==> src/rtl/spo2_valfmt_if.sv <==
// rtl/spo2_valfmt_if.sv - measurement-result input and LCD value output bundle for spo2_valfmt
interface spo2_valfmt_if;
    logic [9:0]  IN_SPO2;
    logic [9:0]  IN_HEARTRATE;
    logic [16:0] IN_WATT;
    logic        IN_STB;
    logic        LCD_IDLE;
    logic        BUSY;
    logic [11:0] VAL_SPO2;
    logic [11:0] VAL_HEARTRATE;
    logic [19:0] VAL_WATT;
    logic        VAL_STB;
    logic        VAL_SAT;

    modport master (
        output IN_SPO2, IN_HEARTRATE, IN_WATT, IN_STB, LCD_IDLE,
        input  BUSY, VAL_SPO2, VAL_HEARTRATE, VAL_WATT, VAL_STB, VAL_SAT
    );

    modport slave (
        input  IN_SPO2, IN_HEARTRATE, IN_WATT, IN_STB, LCD_IDLE,
        output BUSY, VAL_SPO2, VAL_HEARTRATE, VAL_WATT, VAL_STB, VAL_SAT
    );
endinterface

==> src/rtl/spo2_valfmt.sv <==
// rtl/spo2_valfmt.sv - binary-to-BCD formatter and strobe issuer for the LCD value interface
// Optional one-deep pending capture while busy: define SPO2_VALFMT_PENDING_EN.
module spo2_valfmt #(
    parameter int unsigned LCD_WAIT_MAX = 0
) (
    input  logic          CLK,
    input  logic          XRST,
    spo2_valfmt_if.slave  vif
);
    typedef enum logic [1:0] {IDLE, CONV, WAIT, STRB} state_t;

    state_t      state, state_nxt;
    logic        load, step, restart, restart_go;
    logic [4:0]  step_cnt;
    logic [31:0] wait_cnt;
    logic [16:0] op_spo2, op_hr, op_watt;
    logic [11:0] acc_spo2, acc_hr;
    logic [19:0] acc_watt;
    logic        sat_acc;
    logic [16:0] cl_spo2, cl_hr, cl_watt;
    logic        cl_sat;
    logic [16:0] rs_spo2, rs_hr, rs_watt;
    logic        rs_sat;
    logic [11:0] val_spo2, val_hr;
    logic [19:0] val_watt;
    logic        val_stb, val_sat;

    function automatic logic [11:0] dd_step12(input logic [11:0] acc, input logic b);
        logic [11:0] t;
        t = acc;
        for (int d = 0; d < 3; d++)
            if (t[d*4 +: 4] >= 4'd5) t[d*4 +: 4] = t[d*4 +: 4] + 4'd3;
        return {t[10:0], b};
    endfunction

    function automatic logic [19:0] dd_step20(input logic [19:0] acc, input logic b);
        logic [19:0] t;
        t = acc;
        for (int d = 0; d < 5; d++)
            if (t[d*4 +: 4] >= 4'd5) t[d*4 +: 4] = t[d*4 +: 4] + 4'd3;
        return {t[18:0], b};
    endfunction

    always_comb begin
        cl_spo2 = (vif.IN_SPO2 > 10'd999)      ? 17'd999   : {7'd0, vif.IN_SPO2};
        cl_hr   = (vif.IN_HEARTRATE > 10'd999) ? 17'd999   : {7'd0, vif.IN_HEARTRATE};
        cl_watt = (vif.IN_WATT > 17'd99999)    ? 17'd99999 : vif.IN_WATT;
        cl_sat  = (vif.IN_SPO2 > 10'd999) || (vif.IN_HEARTRATE > 10'd999)
                  || (vif.IN_WATT > 17'd99999);
    end

`ifdef SPO2_VALFMT_PENDING_EN
    logic        pend_vld;
    logic [16:0] pend_spo2, pend_hr, pend_watt;
    logic        pend_sat;

    always_ff @(posedge CLK or negedge XRST) begin
        if (!XRST) begin
            pend_vld  <= 1'b0;
            pend_spo2 <= '0;
            pend_hr   <= '0;
            pend_watt <= '0;
            pend_sat  <= 1'b0;
        end else if (restart_go) begin
            pend_vld <= 1'b0;
        end else if (vif.IN_STB && state != IDLE) begin
            pend_vld  <= 1'b1;
            pend_spo2 <= cl_spo2;
            pend_hr   <= cl_hr;
            pend_watt <= cl_watt;
            pend_sat  <= cl_sat;
        end
    end

    // A strobe landing on the STRB cycle is newer than anything pending.
    assign restart = vif.IN_STB | pend_vld;
    assign rs_spo2 = vif.IN_STB ? cl_spo2 : pend_spo2;
    assign rs_hr   = vif.IN_STB ? cl_hr   : pend_hr;
    assign rs_watt = vif.IN_STB ? cl_watt : pend_watt;
    assign rs_sat  = vif.IN_STB ? cl_sat  : pend_sat;
`else
    assign restart = 1'b0;
    assign rs_spo2 = cl_spo2;
    assign rs_hr   = cl_hr;
    assign rs_watt = cl_watt;
    assign rs_sat  = cl_sat;
`endif

    always_ff @(posedge CLK or negedge XRST) begin
        if (!XRST) state <= IDLE;
        else       state <= state_nxt;
    end

    always_comb begin
        state_nxt  = state;
        load       = 1'b0;
        step       = 1'b0;
        restart_go = 1'b0;
        case (state)
            IDLE: if (vif.IN_STB) begin
                load      = 1'b1;
                state_nxt = CONV;
            end
            CONV: begin
                step = 1'b1;
                if (step_cnt == 5'd16) state_nxt = WAIT;
            end
            WAIT: if (vif.LCD_IDLE || (LCD_WAIT_MAX != 0 && wait_cnt == LCD_WAIT_MAX - 1))
                state_nxt = STRB;
            STRB: if (restart) begin
                restart_go = 1'b1;
                state_nxt  = CONV;
            end else begin
                state_nxt = IDLE;
            end
            default: state_nxt = IDLE;
        endcase
    end

    // A restart out of STRB folds the first dabble step into the capture edge.
    always_ff @(posedge CLK or negedge XRST) begin
        if (!XRST) begin
            step_cnt <= '0;
            wait_cnt <= '0;
            op_spo2  <= '0;
            op_hr    <= '0;
            op_watt  <= '0;
            acc_spo2 <= '0;
            acc_hr   <= '0;
            acc_watt <= '0;
            sat_acc  <= 1'b0;
            val_spo2 <= '0;
            val_hr   <= '0;
            val_watt <= '0;
            val_stb  <= 1'b0;
            val_sat  <= 1'b0;
        end else begin
            val_stb  <= 1'b0;
            wait_cnt <= (state == WAIT) ? wait_cnt + 32'd1 : 32'd0;
            if (load) begin
                op_spo2  <= cl_spo2;
                op_hr    <= cl_hr;
                op_watt  <= cl_watt;
                sat_acc  <= cl_sat;
                acc_spo2 <= '0;
                acc_hr   <= '0;
                acc_watt <= '0;
                step_cnt <= '0;
            end else if (step) begin
                acc_spo2 <= dd_step12(acc_spo2, op_spo2[16]);
                acc_hr   <= dd_step12(acc_hr, op_hr[16]);
                acc_watt <= dd_step20(acc_watt, op_watt[16]);
                op_spo2  <= {op_spo2[15:0], 1'b0};
                op_hr    <= {op_hr[15:0], 1'b0};
                op_watt  <= {op_watt[15:0], 1'b0};
                step_cnt <= step_cnt + 5'd1;
            end
            if (state == STRB) begin
                val_spo2 <= acc_spo2;
                val_hr   <= acc_hr;
                val_watt <= acc_watt;
                val_sat  <= sat_acc;
                val_stb  <= 1'b1;
                if (restart_go) begin
                    op_spo2  <= {rs_spo2[15:0], 1'b0};
                    op_hr    <= {rs_hr[15:0], 1'b0};
                    op_watt  <= {rs_watt[15:0], 1'b0};
                    acc_spo2 <= {11'd0, rs_spo2[16]};
                    acc_hr   <= {11'd0, rs_hr[16]};
                    acc_watt <= {19'd0, rs_watt[16]};
                    sat_acc  <= rs_sat;
                    step_cnt <= 5'd1;
                end
            end
        end
    end

    assign vif.BUSY          = (state != IDLE);
    assign vif.VAL_SPO2      = val_spo2;
    assign vif.VAL_HEARTRATE = val_hr;
    assign vif.VAL_WATT      = val_watt;
    assign vif.VAL_STB       = val_stb;
    assign vif.VAL_SAT       = val_sat;
endmodule
==> src/flat_wrapper.sv <==
// flat-port wrapper written by rule: the top's interface ports become plain ports
module spo2_valfmt_flat 
#(
    parameter int unsigned LCD_WAIT_MAX = 0
)
  (CLK, XRST, vif_IN_SPO2, vif_IN_HEARTRATE, vif_IN_WATT, vif_IN_STB, vif_LCD_IDLE, vif_BUSY, vif_VAL_SPO2, vif_VAL_HEARTRATE, vif_VAL_WATT, vif_VAL_STB, vif_VAL_SAT);
  spo2_valfmt_if vif_i ();
  input  logic CLK;
  input  logic XRST;
  input wire logic [$bits(vif_i.IN_SPO2)-1:0] vif_IN_SPO2;
  input wire logic [$bits(vif_i.IN_HEARTRATE)-1:0] vif_IN_HEARTRATE;
  input wire logic [$bits(vif_i.IN_WATT)-1:0] vif_IN_WATT;
  input wire logic [$bits(vif_i.IN_STB)-1:0] vif_IN_STB;
  input wire logic [$bits(vif_i.LCD_IDLE)-1:0] vif_LCD_IDLE;
  output wire logic [$bits(vif_i.BUSY)-1:0] vif_BUSY;
  output wire logic [$bits(vif_i.VAL_SPO2)-1:0] vif_VAL_SPO2;
  output wire logic [$bits(vif_i.VAL_HEARTRATE)-1:0] vif_VAL_HEARTRATE;
  output wire logic [$bits(vif_i.VAL_WATT)-1:0] vif_VAL_WATT;
  output wire logic [$bits(vif_i.VAL_STB)-1:0] vif_VAL_STB;
  output wire logic [$bits(vif_i.VAL_SAT)-1:0] vif_VAL_SAT;
  assign vif_i.IN_SPO2 = vif_IN_SPO2;
  assign vif_i.IN_HEARTRATE = vif_IN_HEARTRATE;
  assign vif_i.IN_WATT = vif_IN_WATT;
  assign vif_i.IN_STB = vif_IN_STB;
  assign vif_i.LCD_IDLE = vif_LCD_IDLE;
  assign vif_BUSY = vif_i.BUSY;
  assign vif_VAL_SPO2 = vif_i.VAL_SPO2;
  assign vif_VAL_HEARTRATE = vif_i.VAL_HEARTRATE;
  assign vif_VAL_WATT = vif_i.VAL_WATT;
  assign vif_VAL_STB = vif_i.VAL_STB;
  assign vif_VAL_SAT = vif_i.VAL_SAT;
  spo2_valfmt #(.LCD_WAIT_MAX(LCD_WAIT_MAX)) u_core (.CLK(CLK), .XRST(XRST), .vif(vif_i));
endmodule
==> config.mk <==
export PLATFORM = sky130hd
export DESIGN_NAME = spo2_valfmt_flat
export DESIGN_NICKNAME = d
export VERILOG_FILES = /design/src/rtl/spo2_valfmt_if.sv /design/src/rtl/spo2_valfmt.sv /design/src/flat_wrapper.sv
export SDC_FILE = /design/constraint.sdc
export NUM_CORES = 1
export LEC_CHECK = 0
export BUFFER_PORTS_ARGS = -buffer_cell sky130_fd_sc_hd__buf_2
export CORE_AREA = 2 2 124 138
export DETAILED_ROUTE_END_ITERATION = 10
export DIE_AREA = 0 0 126 140
export HOLD_SLACK_MARGIN = 0.12
export SLEW_MARGIN = 20
export SYNTH_ARGS = -nofsm -noshare
export SYNTH_HDL_FRONTEND = slang
export SYNTH_SLANG_ARGS = --single-unit
==> constraint.sdc <==
create_clock -name CLK -period 2.2 [get_ports CLK]
set_input_delay 0.44 -clock CLK [delete_from_list [all_inputs] [get_ports CLK]]
set_output_delay 0.44 -clock CLK [all_outputs]
set_load 0.01 [all_outputs]
=== Word-level counts from Yosys, hierarchy flattened ===
Cells that the tools add are included.

* Flip-flop bits (word level): 149
* Bits in latches: 0
* Memory bits (writable): 0
* Bits in read-only memories: 0
* Output and inout port bits: 47
* Memories kept: 0

* $add $sub $neg: 12
* Multipliers: 0
* Divide/modulo/power cells: 0
* $lt $le $gt $ge: 14
* Equal/unequal tests: 7
* Shifts and indexed selects: 0
* Mux-type cells: 36
* Bitwise gates (word level): 0
* Reductions and logical operators: 6

{| class="wikitable"
|+ Operators with widths
! cell !! number
|-
| $mux W17 || 7
|-
| $mux W12 || 4
|-
| $ge A4 B3 Y1 const B || 11
|-
| $mux W20 || 2
|-
| $add A4 B2 Y4 const B || 8
|-
| $mux W4 || 8
|-
| $gt A10 B10 Y1 const B || 2
|-
| $mux W10 || 2
|-
| $gt A17 B17 Y1 const B || 1
|-
| $mux W5 || 2
|-
| $add A3 B2 Y3 const B || 3
|-
| $mux W3 || 3
|-
| $pmux W2 S4 || 1
|-
| $mux W2 || 3
|-
| $add A5 B1 Y5 const B || 1
|-
| $eq A5 B5 Y1 const B || 1
|-
| $eq A2 B2 Y1 const B || 2
|-
| $mux W1 || 4
|-
| $ne A2 B2 Y1 const B || 2
|-
| $reduce_bool A2 Y1 || 2
|-
| $reduce_and A3 Y1 || 1
|-
| $eq A2 B1 Y1 const B || 1
|-
| $logic_not A2 Y1 || 1
|-
| $logic_or A1 B1 Y1 || 2
|-
| $ne A2 B1 Y1 const B || 1
|}

=== Depth between registers and ports, before layout ===
* Depth in word-level cells: 4
* Mapped depth: 8
* Depth with buffers taken out: 6

=== Worst setup path before layout ===
Ideal clock, no wire load.

* Path type: reg-to-reg
* From: reg u_core.state[0]
* To: reg u_core.op_hr[1]
* Library setup time: 127 ps
* Data arrival time: 1499 ps
* Slack: 574 ps
* Stages on the path, launching flop included: 9
* Path buffers: 2
* Clock period less this slack: 1626 ps
* Cell sequence: dfrtp_1 inv_1 ha_1 and2_0 clkbuf_1 buf_2 nor2_1 nand2_1 o21ai_0

* Longest elaborated chain between the ends: 3
* Elaborated cells on any way between the ends: 6
* Those cells by class: eq/ne (1); mux (3); reduce/logical (2)

{| class="wikitable"
|+ Ends and longest elaborated chain
! item !! line !! RTL
|-
| start: declaration || spo2_valfmt.sv:12 || <nowiki>state_t state, state_nxt;</nowiki>
|-
| start signal: assignment || spo2_valfmt.sv:91 || <nowiki>else state <= state_nxt;</nowiki>
|-
| $eq A2 B1 Y1 / $logic_not A2 Y1 (equally long branches) || spo2_valfmt.sv:99 || <nowiki>case (state)</nowiki>
|-
| $mux W1 || spo2_valfmt.sv:99 ||
|-
| $reduce_bool A2 Y1 (no line) / $mux W17 (equally long branches) || n/a ||
|-
| end signal: assignment || spo2_valfmt.sv:142 || <nowiki>op_hr <= cl_hr;</nowiki>
|-
| end signal: assignment || spo2_valfmt.sv:154 || <nowiki>op_hr <= {op_hr[15:0], 1'b0};</nowiki>
|-
| end signal: assignment || spo2_valfmt.sv:166 || <nowiki>op_hr <= {rs_hr[15:0], 1'b0};</nowiki>
|-
| end: declaration || spo2_valfmt.sv:16 || <nowiki>logic [16:0] op_spo2, op_hr, op_watt;</nowiki>
|}

Parallel ways exist; a longest one is shown, timed or not.
A chain may end at the register's enable or synchronous reset.

=== Worst setup path after layout ===
* From: reg u_core.state[1]
* To: reg u_core.op_watt[7]

* Longest elaborated chain between the ends: 3
* Elaborated cells on any way between the ends: 6
* Those cells by class: eq/ne (1); mux (3); reduce/logical (2)

{| class="wikitable"
|+ Ends and longest elaborated chain
! item !! line !! RTL
|-
| $eq A2 B1 Y1 / $logic_not A2 Y1 (equally long branches) || spo2_valfmt.sv:99 ||
|-
| $mux W1 || spo2_valfmt.sv:99 ||
|-
| $reduce_bool A2 Y1 (no line) / $mux W17 (equally long branches) || n/a ||
|-
| end signal: assignment || spo2_valfmt.sv:143 || <nowiki>op_watt <= cl_watt;</nowiki>
|-
| end signal: assignment || spo2_valfmt.sv:155 || <nowiki>op_watt <= {op_watt[15:0], 1'b0};</nowiki>
|-
| end signal: assignment || spo2_valfmt.sv:167 || <nowiki>op_watt <= {rs_watt[15:0], 1'b0};</nowiki>
|-
| end: declaration || spo2_valfmt.sv:16 ||
|}

Parallel ways exist; a longest one is shown, timed or not.

==> reports/qor.yml <==
drive_above_1_share_pct: 25.4
final.setup_skew_ps: 10.2
synth-compound-area-share_pct: 12.3
dp_hpwl_mm: 9.76
port-buffer-count: 87
syn-mean-instance-area_um2: 10.9
vias_in_the_first_global_route: 5337
yosysTopAreaCell: "sky130_fd_sc_hd__dfrtp_1"
initial_core_util_pct: 44.3
finalNetCount: 816
post-route-period-util_pct: 87.8
synth_async_sr_flop_share_pct: 100
chipHeight_um: 140
multi_input_comb_area_mm2: 0.00317
worstSetupPathType: "reg2reg"
clk-insertion-delay-late_ps: 420
crit_family: "compound AO/OA/AOI/OAI gates"
gp_routability_congestion: 0.779
count_of_flip_flops_with_a_built_in_enable_after_synthesis: 0
core_area_mm2: 0.0162
num_cts_buffers: 17
syn_inst: 660
cts_max_path_buffers: 2
grt_overflow_total: 0
timing.final.crit_period_ps: 1930
power_frac_seq_pct: 37.2
grt_setup_unrepaired: "no"
path_clk_slew_ps: 60
placementRows: 49
synth_fa_ha_area_share_pct: 5.05
maxCapViolCount: 0
drt_pre_antenna_iters: 4
r2r_end: "u_core.op_watt[7]"
pwr-share-clk_pct: 24.1
crit_arrival_ps: 2230
dr.first_iter.drc_count: 260
timing.critical_path.to_type: "register"
setup-tns-final_ps: 0
antenna_found_initial: 0
static-leakage-power_nw: 3.95
launch_point_of_the_worst_path: "u_core.state[1]"
holdPathStages: 3
postLayoutCellArea_mm2: 0.00854
routed_wl_mm: 14.0
synth_ff_type: "sky130_fd_sc_hd__dfrtp_1"
seqCellArea_mm2: 0.00373
remaining_drc_errors: 0
synth_top_family_by_area: "multiplexers"
netlist.area_leader.share_pct: 51.9
clk_root_buffer_cell: "sky130_fd_sc_hd__clkbuf_16"
crit_slowest_cell: "sky130_fd_sc_hd__dfrtp_1"
grt.total_usage_pct: 16.9
fmaxAchievable_mhz: 518
via_count: 5098
yosysWarnings: 0
yosys_register_bits: 149
timing.rr.start: "u_core.state[1]"
p_sw_mw: 4.22
place.detailed.instances: 930
grt_first_pass_wirelength_mm: 24.5
final_max_slew_viol_count: 0
synthMuxAreaShare_pct: 14.4
avgRoutedWirePerCell_um: 14.6
cellInternalPower_mw: 7.78
hold_path_startpoint: "vif_IN_SPO2[6]"
dpl-instance-area_mm2: 0.00794
tritoncts: "yes"
slowest_delay_ps: 400
report.final.setup_viol: 0
post_layout_nonfiller_instances: 963
yosysSeqAreaShare_pct: 51.9
final_hold_viol_count: 0
cts_setup_buffers: 0
worstMarginPinSlew_ps: 679
run_status: "finished, final reports clean"
mappedNetlistNets: 730
post_cts_resized: 0
max-slew-margin-rel_pct: 54.2
top_level_ports: 88
die_x_um: 126
power.combinational.fraction_pct: 38.7
grt_start_max_net_pins: 55
synth.lib_cells_used.distinct: 38
holdPathEnd: "u_core.op_spo2[6]"
synth_xor_area_share_pct: 1.83
max-vdd-ir-drop_mv: 0.714
num-fill-cells: 1447
timing.reg2reg.worst_path_depth: 6
postRouteAntennaNets: 0
detail_route.vias_per_cell: 5.29
synthesis.area_mm2: 0.00718
worstPathRequired_ps: 2500
netlist_top_cells_area: "sky130_fd_sc_hd__dfrtp_1 52%, sky130_fd_sc_hd__mux2_2 7.7%, sky130_fd_sc_hd__mux2i_1 6.7%"
design.die.area_mm2: 0.0176
worstPathBufferInverterCount: 2
min_path_type: "in2reg"
cts_htree_levels: 4
netSwitchingFraction_pct: 35.2
synth_simple_gate_area_share_pct: 10.3
powerDensity_mw_per_mm2: 1410
regToRegSetupSlack_ps: 270
post_cts_hold_buffer_count: 1
cp_cell_sequence: "inv_1 > ha_1 > and2_4 > buf_4 > o211ai_2 > a2bb2oi_1"
critical_path_peak_fanout: 15
crit_path_start_kind: "register"
number_of_clock_sinks_seen_by_cts: 149
p_r_area_growth_vs_syn_pct: 18.9
num_antenna_cells: 0
[synthesized netlist by cell type (11+ instances only)]
master                     number
sky130_fd_sc_hd__nand2_1       43
sky130_fd_sc_hd__a211oi_1      15
sky130_fd_sc_hd__clkbuf_1      16
sky130_fd_sc_hd__or3_1         11
sky130_fd_sc_hd__a21oi_1       36
sky130_fd_sc_hd__nor2_1        48
sky130_fd_sc_hd__o21ai_0       62
sky130_fd_sc_hd__dfrtp_1      149
sky130_fd_sc_hd__xnor2_1       12
sky130_fd_sc_hd__inv_1         37
sky130_fd_sc_hd__ha_1          29
sky130_fd_sc_hd__nand2b_1      14
sky130_fd_sc_hd__buf_2         18
sky130_fd_sc_hd__mux2i_1       48
sky130_fd_sc_hd__nand3_1       11
sky130_fd_sc_hd__mux2_2        49
[worst min-delay path, stage by stage]
cell and delay [ps]:
sky130_fd_sc_hd__buf_2 90, sky130_fd_sc_hd__nand2_1 40, sky130_fd_sc_hd__o21ai_0 50
[placed cells by master (no fill, tap or decap), types with 4 or more instances in the layout]
| cell | n |
|---|---|
| sky130_fd_sc_hd__clkinv_2 | 6 |
| sky130_fd_sc_hd__mux2_2 | 49 |
| sky130_fd_sc_hd__ha_1 | 27 |
| sky130_fd_sc_hd__buf_2 | 86 |
| sky130_fd_sc_hd__o22ai_2 | 6 |
| sky130_fd_sc_hd__or3_1 | 11 |
| sky130_fd_sc_hd__inv_1 | 37 |
| sky130_fd_sc_hd__dfrtp_1 | 149 |
| sky130_fd_sc_hd__nor2_1 | 48 |
| sky130_fd_sc_hd__a21oi_1 | 36 |
| sky130_fd_sc_hd__o22ai_1 | 9 |
| sky130_fd_sc_hd__nand3b_1 | 4 |
| sky130_fd_sc_hd__buf_12 | 8 |
| sky130_fd_sc_hd__buf_4 | 6 |
| sky130_fd_sc_hd__a2bb2oi_1 | 6 |
| sky130_fd_sc_hd__a211oi_1 | 15 |
| sky130_fd_sc_hd__clkbuf_16 | 17 |
| sky130_fd_sc_hd__nand2_1 | 43 |
| sky130_fd_sc_hd__xnor2_1 | 12 |
| sky130_fd_sc_hd__mux2i_1 | 48 |
| sky130_fd_sc_hd__nand4_1 | 6 |
| sky130_fd_sc_hd__nand2b_1 | 14 |
| sky130_fd_sc_hd__nor3b_1 | 7 |
| sky130_fd_sc_hd__o21ai_0 | 62 |
| sky130_fd_sc_hd__nand3_1 | 11 |
[final cells by class]
| type | instances | area share [%] |
|---|---|---|
| flip-flops and latches | 149 | 43.7 |
| multi-input cells | 439 | 37.1 |
| repair buffers | 102 | 7.70 |
| clock buffers | 18 | 5.03 |
| well taps | 204 | 2.99 |
| clock inverters | 14 | 1.88 |
| inverters | 37 | 1.63 |
[layer usage]
metal  track usage [%]  wire length [µm]  up-vias
met5                 0                 0        -
met4              5.15               148        0
met3              4.97               622       15
met1              20.7              6210     2501
met2              29.1              7060       99
li1                  -                 -     2483
[power by group through the flow]
| stage | clock [mW] | combinational [mW] | sequential [mW] |
|---|---|---|---|
| after floorplan | 0 | 3.32 | 4.46 |
| after global placement | 0 | 4.49 | 4.47 |
| after detailed placement | 0 | 4.70 | 4.52 |
| after CTS | 2.97 | 4.72 | 4.48 |
| after global routing | 3.10 | 5.20 | 4.64 |
| final | 2.89 | 4.64 | 4.46 |
[how the worst max path moves through the flow]
stage / to / slack (ps) / cells past startpoint
2_1_floorplan: u_core.op_hr[1] / 570 / 8
3_3_place_gp: u_core.op_watt[3] / 360 / 5
3_5_place_dp: u_core.op_watt[0] / 270 / 6
4_1_cts: u_core.op_watt[0] / 250 / 6
5_1_grt: u_core.op_watt[7] / 120 / 6
6_report: u_core.op_watt[7] / 270 / 6
[cells by family (layout without fill, tap and decap cells)]
kind of cell | after synthesis | in the layout
xor+xnor | 15 | 15
compound gates | 145 | 145
simple gates | 153 | 153
mux | 97 | 97
buf+inv | 72 | 171
flops | 149 | 149
fa+ha+maj | 29 | 29
[through the flow]
stage | hold slack, ps | utilization, % | power (mW) | setup WS, ps
6_report | 240 | 52.7 | 12.0 | 269
5_1_grt | 239 | 52.7 | 12.9 | 119
4_1_cts | 220 | 52.7 | 12.2 | 254
3_5_place_dp | 415 | 49.0 | 9.22 | 271
3_3_place_gp | 412 | 49.0 | 8.96 | 364
2_1_floorplan | 144 | - | 7.78 | 574
[state kept, by name (all words and copies together), names as in the netlist, 2 cells and up]
name / cells
u_core.state: 2
u_core.step_cnt: 5
u_core.acc_hr: 12
u_core.vif.VAL_SPO2: 12
u_core.op_hr: 17
u_core.op_watt: 17
u_core.acc_spo2: 12
u_core.acc_watt: 20
u_core.vif.VAL_HEARTRATE: 12
u_core.vif.VAL_WATT: 20
u_core.op_spo2: 17
(Power assumes the default switching activity.)
